[config.mk]
export PLATFORM = sky130hd
export DESIGN_NAME = control_sequencer
export DESIGN_NICKNAME = d
export VERILOG_FILES = /design/src/rtl/control_sequencer.sv
export SDC_FILE = /design/constraint.sdc
export NUM_CORES = 1
export LEC_CHECK = 0
export ABC_AREA = 1
export CORE_ASPECT_RATIO = 1.75
export CORE_MARGIN = 2
export CORE_UTILIZATION = 48
export CTS_CLUSTER_DIAMETER = 40
export CTS_CLUSTER_SIZE = 16
export DETAILED_ROUTE_END_ITERATION = 6
export PLACE_DENSITY = 0.9
export SYNTH_ARGS = -nofsm -noshare
export SYNTH_HDL_FRONTEND = slang
export SYNTH_SLANG_ARGS = --single-unit
[constraint.sdc]
create_clock -name clk_2 -period 2.3 [get_ports clk_2]
set_clock_uncertainty 0.1 [all_clocks]
set_input_delay 0.46 -clock clk_2 [delete_from_list [all_inputs] [get_ports clk_2]]
set_output_delay 0.46 -clock clk_2 [all_outputs]
set_load 0.01 [all_outputs]
[src/rtl/control_sequencer.sv]
`default_nettype none
// ============================================================================
// Module   : control_sequencer
// Purpose  : 8-phase machine-cycle sequencer. Fetches an instruction as two
//            nibbles, decodes it and issues per-phase datapath strobes.
// Revision : 1.0 - initial release
// ============================================================================
module control_sequencer #(
  parameter int DATA_W    = 4,
  parameter int REG_SEL_W = 4
) (
  input  logic                 clk_2,
  input  logic                 reset,
  input  logic                 hold,
  input  logic [DATA_W-1:0]    data_in,
  input  logic                 cond_true,
  output logic [2:0]           phase,
  output logic                 sync,
  output logic                 dbb_enable,
  output logic [1:0]           dbb_dir,
  output logic                 ir_we_hi,
  output logic                 ir_we_lo,
  output logic                 second_word,
  output logic                 temp_we,
  output logic                 acc_we,
  output logic                 index_we,
  output logic [REG_SEL_W-1:0] index_sel,
  output logic                 alu_enable,
  output logic [2:0]           alu_op,
  output logic [DATA_W-1:0]    imm,
  output logic                 pc_inc,
  output logic                 pc_load,
  output logic                 pc_pop,
  output logic                 illegal
);

  typedef enum logic [2:0] {
    PH_A1 = 3'd0, PH_A2 = 3'd1, PH_A3 = 3'd2, PH_M1 = 3'd3,
    PH_M2 = 3'd4, PH_X1 = 3'd5, PH_X2 = 3'd6, PH_X3 = 3'd7
  } phase_e;

  localparam logic [3:0] c_op_nop = 4'b0000;
  localparam logic [3:0] c_op_jcn = 4'b0001;
  localparam logic [3:0] c_op_fim = 4'b0010;
  localparam logic [3:0] c_op_jun = 4'b0100;
  localparam logic [3:0] c_op_inc = 4'b0110;
  localparam logic [3:0] c_op_add = 4'b1000;
  localparam logic [3:0] c_op_sub = 4'b1001;
  localparam logic [3:0] c_op_ld  = 4'b1010;
  localparam logic [3:0] c_op_xch = 4'b1011;
  localparam logic [3:0] c_op_bbl = 4'b1100;
  localparam logic [3:0] c_op_ldm = 4'b1101;

  localparam logic [2:0] c_alu_add  = 3'd0;
  localparam logic [2:0] c_alu_sub  = 3'd1;
  localparam logic [2:0] c_alu_inc  = 3'd2;
  localparam logic [2:0] c_alu_temp = 3'd3;
  localparam logic [2:0] c_alu_imm  = 3'd4;

  localparam logic [REG_SEL_W-1:0] c_sel_lsb = REG_SEL_W'(1);

  phase_e              phase_q, phase_d;
  logic [DATA_W-1:0]   opr_q, opr_d;
  logic [DATA_W-1:0]   opa_q, opa_d;
  logic [DATA_W-1:0]   opnd_hi_q, opnd_hi_d;
  logic [DATA_W-1:0]   opnd_lo_q, opnd_lo_d;
  logic                sw_q, sw_d;

  logic [3:0]           w_op;
  logic                 w_is_fim;
  logic                 w_two_word;
  logic [REG_SEL_W-1:0] w_sel;

  assign w_op       = opr_q[3:0];
  assign w_is_fim   = (w_op == c_op_fim) && !opa_q[0];
  assign w_two_word = w_is_fim || (w_op == c_op_jun) || (w_op == c_op_jcn);
  assign w_sel      = opa_q[REG_SEL_W-1:0];

  always_ff @(posedge clk_2) begin
    if (reset) begin
      phase_q   <= PH_A1;
      opr_q     <= '0;
      opa_q     <= '0;
      opnd_hi_q <= '0;
      opnd_lo_q <= '0;
      sw_q      <= 1'b0;
    end else begin
      phase_q   <= phase_d;
      opr_q     <= opr_d;
      opa_q     <= opa_d;
      opnd_hi_q <= opnd_hi_d;
      opnd_lo_q <= opnd_lo_d;
      sw_q      <= sw_d;
    end
  end

  // Nothing advances or latches while stalled, so the held phase replays intact.
  always_comb begin
    phase_d   = phase_q;
    opr_d     = opr_q;
    opa_d     = opa_q;
    opnd_hi_d = opnd_hi_q;
    opnd_lo_d = opnd_lo_q;
    sw_d      = sw_q;
    if (!hold) begin
      phase_d = phase_e'(phase_q + 3'd1);
      case (phase_q)
        PH_M1: begin
          if (sw_q) opnd_hi_d = data_in;
          else      opr_d     = data_in;
        end
        PH_M2: begin
          if (sw_q) opnd_lo_d = data_in;
          else      opa_d     = data_in;
        end
        PH_X3: begin
          if (sw_q)            sw_d = 1'b0;
          else if (w_two_word) sw_d = 1'b1;
        end
        default: ;
      endcase
    end
  end

  always_comb begin
    sync       = 1'b0;
    dbb_enable = 1'b0;
    dbb_dir    = 2'd0;
    ir_we_hi   = 1'b0;
    ir_we_lo   = 1'b0;
    temp_we    = 1'b0;
    acc_we     = 1'b0;
    index_we   = 1'b0;
    index_sel  = '0;
    alu_enable = 1'b0;
    alu_op     = c_alu_add;
    imm        = '0;
    pc_inc     = 1'b0;
    pc_load    = 1'b0;
    pc_pop     = 1'b0;
    illegal    = 1'b0;
    if (!reset && !hold) begin
      sync = (phase_q == PH_X3);
      case (phase_q)
        PH_A1, PH_A2, PH_A3: begin
          dbb_enable = 1'b1;
          dbb_dir    = 2'd1;
        end
        PH_M1: begin
          dbb_enable = 1'b1;
          dbb_dir    = 2'd2;
          ir_we_hi   = !sw_q;
        end
        PH_M2: begin
          dbb_enable = 1'b1;
          dbb_dir    = 2'd2;
          ir_we_lo   = !sw_q;
          pc_inc     = 1'b1;
        end
        default: begin
          if (sw_q) begin
            // Second cycle acts on the opcode latched by the first word.
            if (w_is_fim) begin
              if (phase_q == PH_X2) begin
                index_we  = 1'b1;
                index_sel = w_sel & ~c_sel_lsb;
                imm       = opnd_hi_q;
              end else if (phase_q == PH_X3) begin
                index_we  = 1'b1;
                index_sel = w_sel | c_sel_lsb;
                imm       = opnd_lo_q;
              end
            end else if (w_op == c_op_jun) begin
              pc_load = (phase_q == PH_X3);
            end else if (w_op == c_op_jcn) begin
              pc_load = (phase_q == PH_X3) && cond_true;
            end
          end else begin
            case (w_op)
              c_op_add, c_op_sub: begin
                index_sel = w_sel;
                temp_we   = (phase_q == PH_X1);
                if (phase_q == PH_X2) begin
                  alu_enable = 1'b1;
                  alu_op     = (w_op == c_op_sub) ? c_alu_sub : c_alu_add;
                  acc_we     = 1'b1;
                end
              end
              c_op_ld: begin
                index_sel = w_sel;
                temp_we   = (phase_q == PH_X1);
                if (phase_q == PH_X2) begin
                  alu_op = c_alu_temp;
                  acc_we = 1'b1;
                end
              end
              c_op_xch: begin
                index_sel = w_sel;
                temp_we   = (phase_q == PH_X1);
                if (phase_q == PH_X2) begin
                  index_we   = 1'b1;
                  dbb_enable = 1'b1;
                  dbb_dir    = 2'd3;
                end else if (phase_q == PH_X3) begin
                  alu_op = c_alu_temp;
                  acc_we = 1'b1;
                end
              end
              c_op_inc: begin
                index_sel = w_sel;
                temp_we   = (phase_q == PH_X1);
                if (phase_q == PH_X2) begin
                  alu_op   = c_alu_inc;
                  index_we = 1'b1;
                end
              end
              c_op_ldm, c_op_bbl: begin
                if (phase_q == PH_X2) begin
                  alu_op = c_alu_imm;
                  imm    = opa_q;
                  acc_we = 1'b1;
                end
                pc_pop = (w_op == c_op_bbl) && (phase_q == PH_X3);
              end
              c_op_nop, c_op_jun, c_op_jcn: ;
              c_op_fim: illegal = opa_q[0] && (phase_q == PH_X1);
              default:  illegal = (phase_q == PH_X1);
            endcase
          end
        end
      endcase
    end
  end

  assign phase       = phase_q;
  assign second_word = sw_q;

endmodule
`default_nettype wire

; ---- Yosys cells after proc, flatten, opt, wreduce, memory -nomap -nowiden
; Index checks and enable logic that the tools add are counted.
[op_classes]
n_addsub = 1
n_eq_ne = 17
muxes = 79
bitwise = 2
n_reduce_logical = 27
[ops]
columns = op, n
row1 = 2-to-1 mux 4 bit, 15
row2 = 2-to-1 mux 1 bit, 48
row3 = == test 4 bit (second input constant), 6
row4 = 2-to-1 mux 2 bit, 8
row5 = case mux 3 bit (5 select lines), 1
row6 = OR reduction 5 bit, 3
row7 = == test 3 bit (second input constant), 4
row8 = 2-to-1 mux 3 bit, 4
row9 = AND reduction 3 bit, 4
row10 = OR reduction 10 bit, 1
row11 = == test 4 x 3 -> 1 bit (second input constant), 2
row12 = OR reduction 2 bit, 4
row13 = == test 3 x 2 -> 1 bit (second input constant), 2
row14 = logical AND 1 bit, 5
row15 = == test 4 x 1 -> 1 bit (second input constant), 1
row16 = == test 4 x 2 -> 1 bit (second input constant), 1
row17 = logical NOT 1 bit, 4
row18 = logical NOT 4 bit, 1
row19 = case mux 1 bit (2 select lines), 2
row20 = case mux 2 bit (2 select lines), 1
row21 = adder 3 x 1 -> 3 bit (second input constant), 1
row22 = == test 3 x 1 -> 1 bit (second input constant), 1
row23 = logical NOT 3 bit, 1
row24 = OR reduction 3 bit, 1
row25 = other kinds (3), 5
[totals]
regBits = 20
input_bits = 8

; ---- Depth between registers and ports, before layout
; Gate-level depths: netlist of the first run.
[logic_depth]
depth_word = 8
depth_mapped = 10
depth_no_buf = 10

; ---- Worst setup path after synthesis of the first run
; OpenSTA, ideal clock, no wires.
[synth_path]
kind = register to output
start = register phase_q[0], in the netlist phase[0]
end = output alu_op[1]
arrival_ps = 1561
t_required_ps = 1740
setup_slack_ps = 179
path_stages_with_launch = 10
n_path_buf = 0
cell_sequence = dfxtp_1 > inv_1 > ha_1 > nand2_4 > clkinv_2 > nor2_1 > nand2_1 > o21ai_0 > nor2_1 > nor2_1
[synth_between]
elab_chain_cells = 7
[synth_rtl]
columns = element, line_no
row1 = start: declaration, 62  ; phase_e phase_q, phase_d;
row2 = start signal: assignment, 88  ; phase_q <= phase_d;
row3 = == test 3 bit, 204  ; end else if (phase_q == PH_X3) begin
row4 = 2-to-1 mux 2 bit, 204
row5 = 2-to-1 mux 2 bit, 200  ; if (phase_q == PH_X2) begin
row6 = case mux 3 bit (5 select lines), 179  ; case (w_op)
row7 = 2-to-1 mux 3 bit, 161  ; if (sw_q) begin
row8 = 2-to-1 mux 3 bit *, 144  ; case (phase_q)
row9 = 2-to-1 mux 3 bit *, 142  ; if (!reset && !hold) begin
row10 = end: declaration, 29  ; output logic [2:0] alu_op,
; Every way passes the cells marked *; elsewhere a longest branch is shown, timed or not.

; ---- Worst setup path in the final report of the first run
[layout_path]
start = register phase_q[0], in the netlist phase[0]
end = output imm[0]
[layout_between]
elab_chain_cells = 7
[layout_rtl]
columns = element, line_no
row1 = == test 3 bit, 168  ; end else if (phase_q == PH_X3) begin
row2 = 2-to-1 mux 4 bit, 168
row3 = 2-to-1 mux 4 bit, 164  ; if (phase_q == PH_X2) begin
row4 = 2-to-1 mux 4 bit, 163  ; if (w_is_fim) begin
row5 = 2-to-1 mux 4 bit, 161
row6 = 2-to-1 mux 4 bit *, 144
row7 = 2-to-1 mux 4 bit *, 142
row8 = end: declaration, 30  ; output logic [DATA_W-1:0] imm,
; Marks and branches as above.

==> results of run 1 <==
-- worst paths after layout --
kind | endpoint | slack, ps | cells after the start
setup / recovery | imm[0] | -60 | 13
hold / removal | opnd_lo_q[2] | 370 | 2
setup reg to reg | opnd_lo_q[0] | 540 | 9
hold reg to reg | opnd_lo_q[2] | 370 | 2
-- worst max-delay path, cell delays in order (launching register included) --
cell and delay (ps):
dfxtp_4 370, inv_4 70, ha_4 160, nand2_4 70, inv_4 80, buf_8 130
buf_6 110, nand2_4 40, nand2_2 60, nand2_2 50, nand2_2 70, nand2_2 60
nor2_1 110, buf_2 140
-- logic make-up (layout without fill, tap and decap cells) --
kind of cell             count (synthesis)  after routing  synth area share (%)
AO/OA/AOI/OAI                           36             36                  14.2
adder cells (fa/ha/maj)                  6              6                  5.33
AND/OR/NAND/NOR                        148            148                  44.0
buffers and inverters                   29            102                  8.00
flip-flops                              20             20                  28.4
-- metal layers --
metal / global-route usage [%] / routed length, um
met1: 31.6 / 1750
met2: 57.1 / 2920
met3: 4.50 / 319
met4: 19.9 / 193
met5: 0 / 0
-- layout by cell type (no fill, tap or decap), types with 2 or more instances in the layout --
cell type,netlist,final
inv_4,0,3
nor3_2,1,6
a21oi_2,0,2
inv_1,21,16
nand2_2,1,8
nor2_4,0,4
a21oi_1,20,18
nand2_1,75,65
inv_2,2,5
ha_1,6,3
dfxtp_1,20,17
clkdlybuf4s50_1,0,9
nor2_2,1,3
nor2_1,42,36
o21ai_0,6,4
clkbuf_2,0,5
dlygate4sd2_1,0,7
nand3_1,13,12
a211oi_1,7,7
ha_4,0,3
buf_2,2,14
o21ai_2,0,2
clkbuf_8,0,4
nand4_1,5,5
nand2_4,1,4
buf_4,0,35
nor3_1,8,3
dfxtp_4,0,2
-- repair_timing --
action | 4_1_cts | 5_1_grt
resized for setup | 94 | 47
pin swaps | 10 | 12
setup buffers | 5 | 1
endpoints found under the setup margin | 25 | 23
-- through the flow --
step	setup WS (ps)	instances	utilization [%]	hold WS [ps]	total power, W
CTS	-44.4	339	76.2	366	0.000804
detailed placement	-471	330	70.6	359	0.000525
floorplan	179	239	-	341	0.000438
global placement	-438	330	70.6	353	0.000520
finish	-64.1	340	78.0	370	0.000816
global route	-115	340	78.0	399	0.000843
-- state kept, by name (all words and copies together) (netlist names) --
signal / count
opa_q: 4
opr_q: 4
second_word: 1
opnd_lo_q: 4
opnd_hi_q: 4
phase: 3
-- report_power, final --
group | internal, W | leakage (nW) | switching [W] | total, W
Sequential | 0.000354 | 0.164 | 0.0000108 | 0.000365
Clock | 0.000153 | 0.0288 | 0.000117 | 0.000269
Combinational | 0.0000834 | 0.831 | 0.0000990 | 0.000182
-- synth_stat cells --
cell type and instances:
nand3_1 13, nor2_2 1, buf_2 2, clkbuf_1 2, ha_1 6, o21a_1 1
inv_2 2, dfxtp_1 20, clkinv_2 1, o21ai_1 2, nand3_2 1, a21oi_1 20
inv_1 21, nand2_1 75, o21ai_0 6, a211oi_1 7, nand4_1 5, nand2_2 1
buf_1 1, nor2_1 42, nor3_2 1, nand2_4 1, nor3_1 8
-- final cells by class --
type | instances | area (um^2) | share of cell area, %
well taps | 28 | 35.0 | 1.57
flip-flops and latches | 20 | 409 | 18.3
inverters | 24 | 97.6 | 4.37
repair buffers | 74 | 566 | 25.3
clock buffers | 4 | 55.1 | 2.46
multi-input cells | 190 | 1070 | 48.0
==> metrics.txt, run 1 <==
Slew HR 76.7%; Clock Pin Slew Worst Setup and Hold Paths 70 ps; post-synthesis register bit count 20; min Tclk post-route 2360 ps; die width 44.9 um; NumNets Final 327; routability cong. 0.892; P&R area growth vs syn 58.7%; Hold Crit Class reg2reg; setup TNS -107 ps; Max Freq 423 MHz; pin count of the biggest net entering global routing 23; fin. max-slew vios 0; post-route ant nets 0; Inserted Diodes 0; Tcrit/Tclk final 103%; Total Routed Length 5190 um; number of cell rows 26; # Max-Cap Violations 0; drt initial violations 76; Congestion Overflow GR 0; Syn. warnings 0; # setup viols final 4; Max IR drop VDD 433 uV; number of global-route vias before repair 1,866; P_leak 1.02 nW; initial antenna violation count 0; CTS tree done; Buffers on Ports 36; clk root buf clkbuf_8; Clock Sinks 20; leading area contributor after synthesis dfxtp_1; Avg Cell Area, Syn 5.89 um^2; post-detail-place hpwl 3630 um; sequential fraction of the synthesis area 28.4%; Initial Utilization 49.2%; CTS Hold Bufs 0; top cells by area, synth dfxtp_1, nand2_1, nor2_1; Hold Crit Start opnd_lo_q[2]; cts bufs inserted 3; pwr/cell area 365 nW/um^2; synthesized cell area 1410 um^2; DR WL/cell 15.3 um; drt pass-1 iters 4; worst r2r src phase[1]; H-tree depth 1; RSZ-0062 raised after global routing yes; total I/O pin count 37; Die ar. 3400 um^2; Worst Path Arrival 1800 ps; share of cells above drive strength 1 34.3%; crit path from phase[0]; Post-Syn Instances 239; Worst-Margin Slew 348 ps; crit-path max FO 7; Die Y 75.6 um; worst setup path class reg2out; Post-route DRC 0; Post-DP Area 2020 um^2; post-synthesis cell type count 23; Syn Nets 253; Yosys top cell area share 28.4%; global-route wire length before repair 7850 um; clk buf depth 2; Fin. Hold Viols 0; failing checks negative setup slack; Critical Path RT 1740 ps; core area 2860 um^2; fillcell total 205; DR vias 1,937; Clk Latency, worst-skew pair 260 ps; startpoint types flop; Final Cell Area 2230 um^2; status finished with violations; fin worst setup slack -64.1 ps; CP Capture Type output pin; All-Layer GR Usage 31.2%; DR vias/cell 5.70
No activity file was read; power rests on OpenSTA's default activity.
==> inputs of run 2 (changes only) <==
--- a/config.mk
+++ b/config.mk
@@ -7,7 +7,6 @@
 export LEC_CHECK = 0
 export ABC_AREA = 1
 export CORE_ASPECT_RATIO = 1.75
-export CORE_MARGIN = 2
 export CORE_UTILIZATION = 48
 export CTS_CLUSTER_DIAMETER = 40
 export CTS_CLUSTER_SIZE = 16
==> metrics.txt, run 2 (synthesized netlist as in run 1, its figures left out) <==
Max IR drop VDD 416 uV (was 433 uV); fin. max-slew vios 0 (unchanged); Post-route DRC 0 (unchanged); pre-CTS setup slack -477 ps (was -471 ps); Initial Utilization 51.1% (was 49.2%); R2R setup slack 480 ps (was 540 ps); global-route wire length before repair 7870 um (was 7850 um); startpoint types flop (unchanged); P_leak 1.01 nW (was 1.02 nW); most common cell after layout, fill and taps aside nand2_1 (unchanged); failing checks negative setup slack (unchanged); Slew HR 76.6% (was 76.7%); Critical Path RT 1740 ps (about the same); crit-path max FO 7 (unchanged); drt pass-1 iters 5 (was 4); min Tclk post-route 2450 ps (was 2360 ps); CP delay by family, top buffers and inverters (unchanged); total I/O pin count 37 (unchanged); Fin. Hold Viols 0 (unchanged); pin count of the biggest net entering global routing 23 (unchanged); # setup viols final 17 (was 4); cts bufs inserted 3 (unchanged); post-detail-place hpwl 3380 um (was 3630 um); initial antenna violation count 0 (unchanged); fin worst setup slack -149 ps (was -64.1 ps); Congestion Overflow GR 0 (unchanged); Total Routed Length 5370 um (was 5190 um); All-Layer GR Usage 32.2% (was 31.2%); NumNets Final 334 (was 327); Clock Pin Slew Worst Setup and Hold Paths 70 ps (about the same); share of cells above drive strength 1 35.2% (was 34.3%); number of cell rows 25 (was 26); DR vias/cell 5.68 (was 5.70); CP bufs+invs 5 (unchanged); clk buf depth 2 (unchanged); Max stage delay cell, worst path dfxtp_2 (was dfxtp_4); critical-path cell list buf_6 -> ha_4 -> buf_6 -> nand2_4 -> inv_4 -> buf_8 -> nand2_8 -> nor2_4 -> nand2_2 -> nand2_2 -> nand2_2 -> nor2_1 -> buf_2 (was inv_4 -> ha_4 -> nand2_4 -> inv_4 -> buf_8 -> buf_6 -> nand2_4 -> nand2_2 -> nand2_2 -> nand2_2 -> nand2_2 -> nor2_1 -> buf_2); post-route ant nets 0 (unchanged); Die Y 73.6 um (was 75.6 um); # Max-Cap Violations 0 (unchanged); H-tree depth 1 (unchanged); core area 2750 um^2 (was 2860 um^2); global route hottest layer met2 (unchanged); Clock Sinks 20 (unchanged); GR Util met1 34.1% (was 31.6%); DR WL/cell 15.6 um (was 15.3 um); routability cong. 0.904 (was 0.892); reg2reg path depth 9 (unchanged); most frequent cells in the layout nand2_1, buf_4, nor2_1, dfxtp_1, buf_2 (was nand2_1, nor2_1, buf_4, a21oi_1, dfxtp_1); DR vias 1,960 (was 1,937); hold path cells 2 (unchanged); number of global-route vias before repair 1,796 (was 1,866); Inserted Diodes 0 (unchanged); die width 42.9 um (was 44.9 um); Buffers on Ports 36 (unchanged); status finished with violations (unchanged); Hold Crit Class reg2reg (unchanged); CTS Hold Bufs 0 (unchanged); Worst Path Arrival 1890 ps (was 1800 ps); clk root buf clkbuf_8 (unchanged); Max Freq 408 MHz (was 423 MHz); R2R Path End opnd_lo_q[3] (was opnd_lo_q[0]); pwr/cell area 354 nW/um^2 (was 365 nW/um^2); CTS tree done (unchanged); worst setup path class reg2out (unchanged); Crit. path cell count 13 (unchanged); RSZ-0062 raised after global routing yes (unchanged); most frequent CP cell nand2_2 (unchanged); Hold Crit Start opnd_lo_q[0] (was opnd_lo_q[2]); Clk Latency, worst-skew pair 260 ps (about the same); CP Capture Type output pin (unchanged); grt met2 use 61.3% (was 57.1%); setup TNS -935 ps (was -107 ps); met3 Track Usage GR 1.72% (was 4.50%); Tcrit/Tclk final 106% (was 103%); Min-Delay Endpoint opnd_lo_q[0] (was opnd_lo_q[2]); worst r2r src phase[1] (unchanged); P&R area growth vs syn 59.2% (was 58.7%); Worst-Margin Slew 349 ps (was 348 ps); slowest stage delay, CP 360 ps (was 370 ps); Die ar. 3160 um^2 (was 3400 um^2); drt initial violations 88 (was 76)
## run 2: cell types whose count changed in the layout (fill, tap and decap cells not counted), sizes merged
cell           delta
clkdlybuf4s15     -1
clkbuf            -2
dlygate4sd2       -1
buf              +10
## run 2: how the worst max path moves through the flow
| stage | startpoint | to | slack, ps |
|---|---|---|---|
| finish | phase[1] | dbb_dir[1] | -150 |
| global route | phase[1] | dbb_dir[1] | -230 |
| CTS | phase[1] | imm[1] | -130 |
| floorplan | phase[0] | alu_op[1] | 180 |
| global placement | hold | index_sel[1] | -440 |
| detailed placement | hold | index_sel[3] | -480 |
## run 2: through the flow
step / cell area (um^2) / utilization [%] / hold WS, ps / total power, W / instances
global placement: 2020 / 73.4 / 347 / 0.000519 / 329
global route: 2240 / 81.4 / 377 / 0.000813 / 345
finish: 2240 / 81.4 / 368 / 0.000793 / 345
detailed placement: 2020 / 73.4 / 357 / 0.000524 / 329
floorplan: 1410 / - / 341 / 0.000438 / 239
CTS: 2180 / 79.2 / 368 / 0.000770 / 341
## run 2: power breakdown
part           leakage (nW)  internal, W  switching [W]
Combinational         0.825    0.0000935       0.000108
Sequential            0.163     0.000354     0.00000958
Clock                0.0216     0.000117       0.000111
## run 2: per-layer routing
layer,share of wire [%],vias to the layer above
met5,0,-
met1,36,865
met3,6.1,25
li1,-,938
met2,54,132
met4,4.3,0
## run 2: worst min-delay path: cells and delay by family, from the launching register on
family	cells	cell delay [ps]
AO/OA/AOI/OAI	1	50
AND/OR/NAND/NOR	1	60
flip-flops	1	310
## run 2: cell type report
type / count / area (um^2)
multi-input cells: 190 / 1060
repair buffers: 81 / 608
fillers: 190 / 512
flip-flops and latches: 20 / 407
inverters: 24 / 92.6
clock buffers: 3 / 41.3
well taps: 27 / 33.8
## run 2: repair_timing
action / in CTS / in global routing
endpoints found under the setup margin: 25 / 23
pin swaps: 13 / 8
setup buffers: 9 / 4
gates resized for setup: 115 / 28
==> inputs of run 3 (changes only) <==
--- a/config.mk
+++ b/config.mk
@@ -7,6 +7,7 @@
 export LEC_CHECK = 0
 export ABC_AREA = 1
 export CORE_ASPECT_RATIO = 1.75
+export CORE_MARGIN = 2
 export CORE_UTILIZATION = 48
 export CTS_CLUSTER_DIAMETER = 40
 export CTS_CLUSTER_SIZE = 16
==> results of run 3 <==
No change in the layout: final DEF, timing and power equal those of run 1.
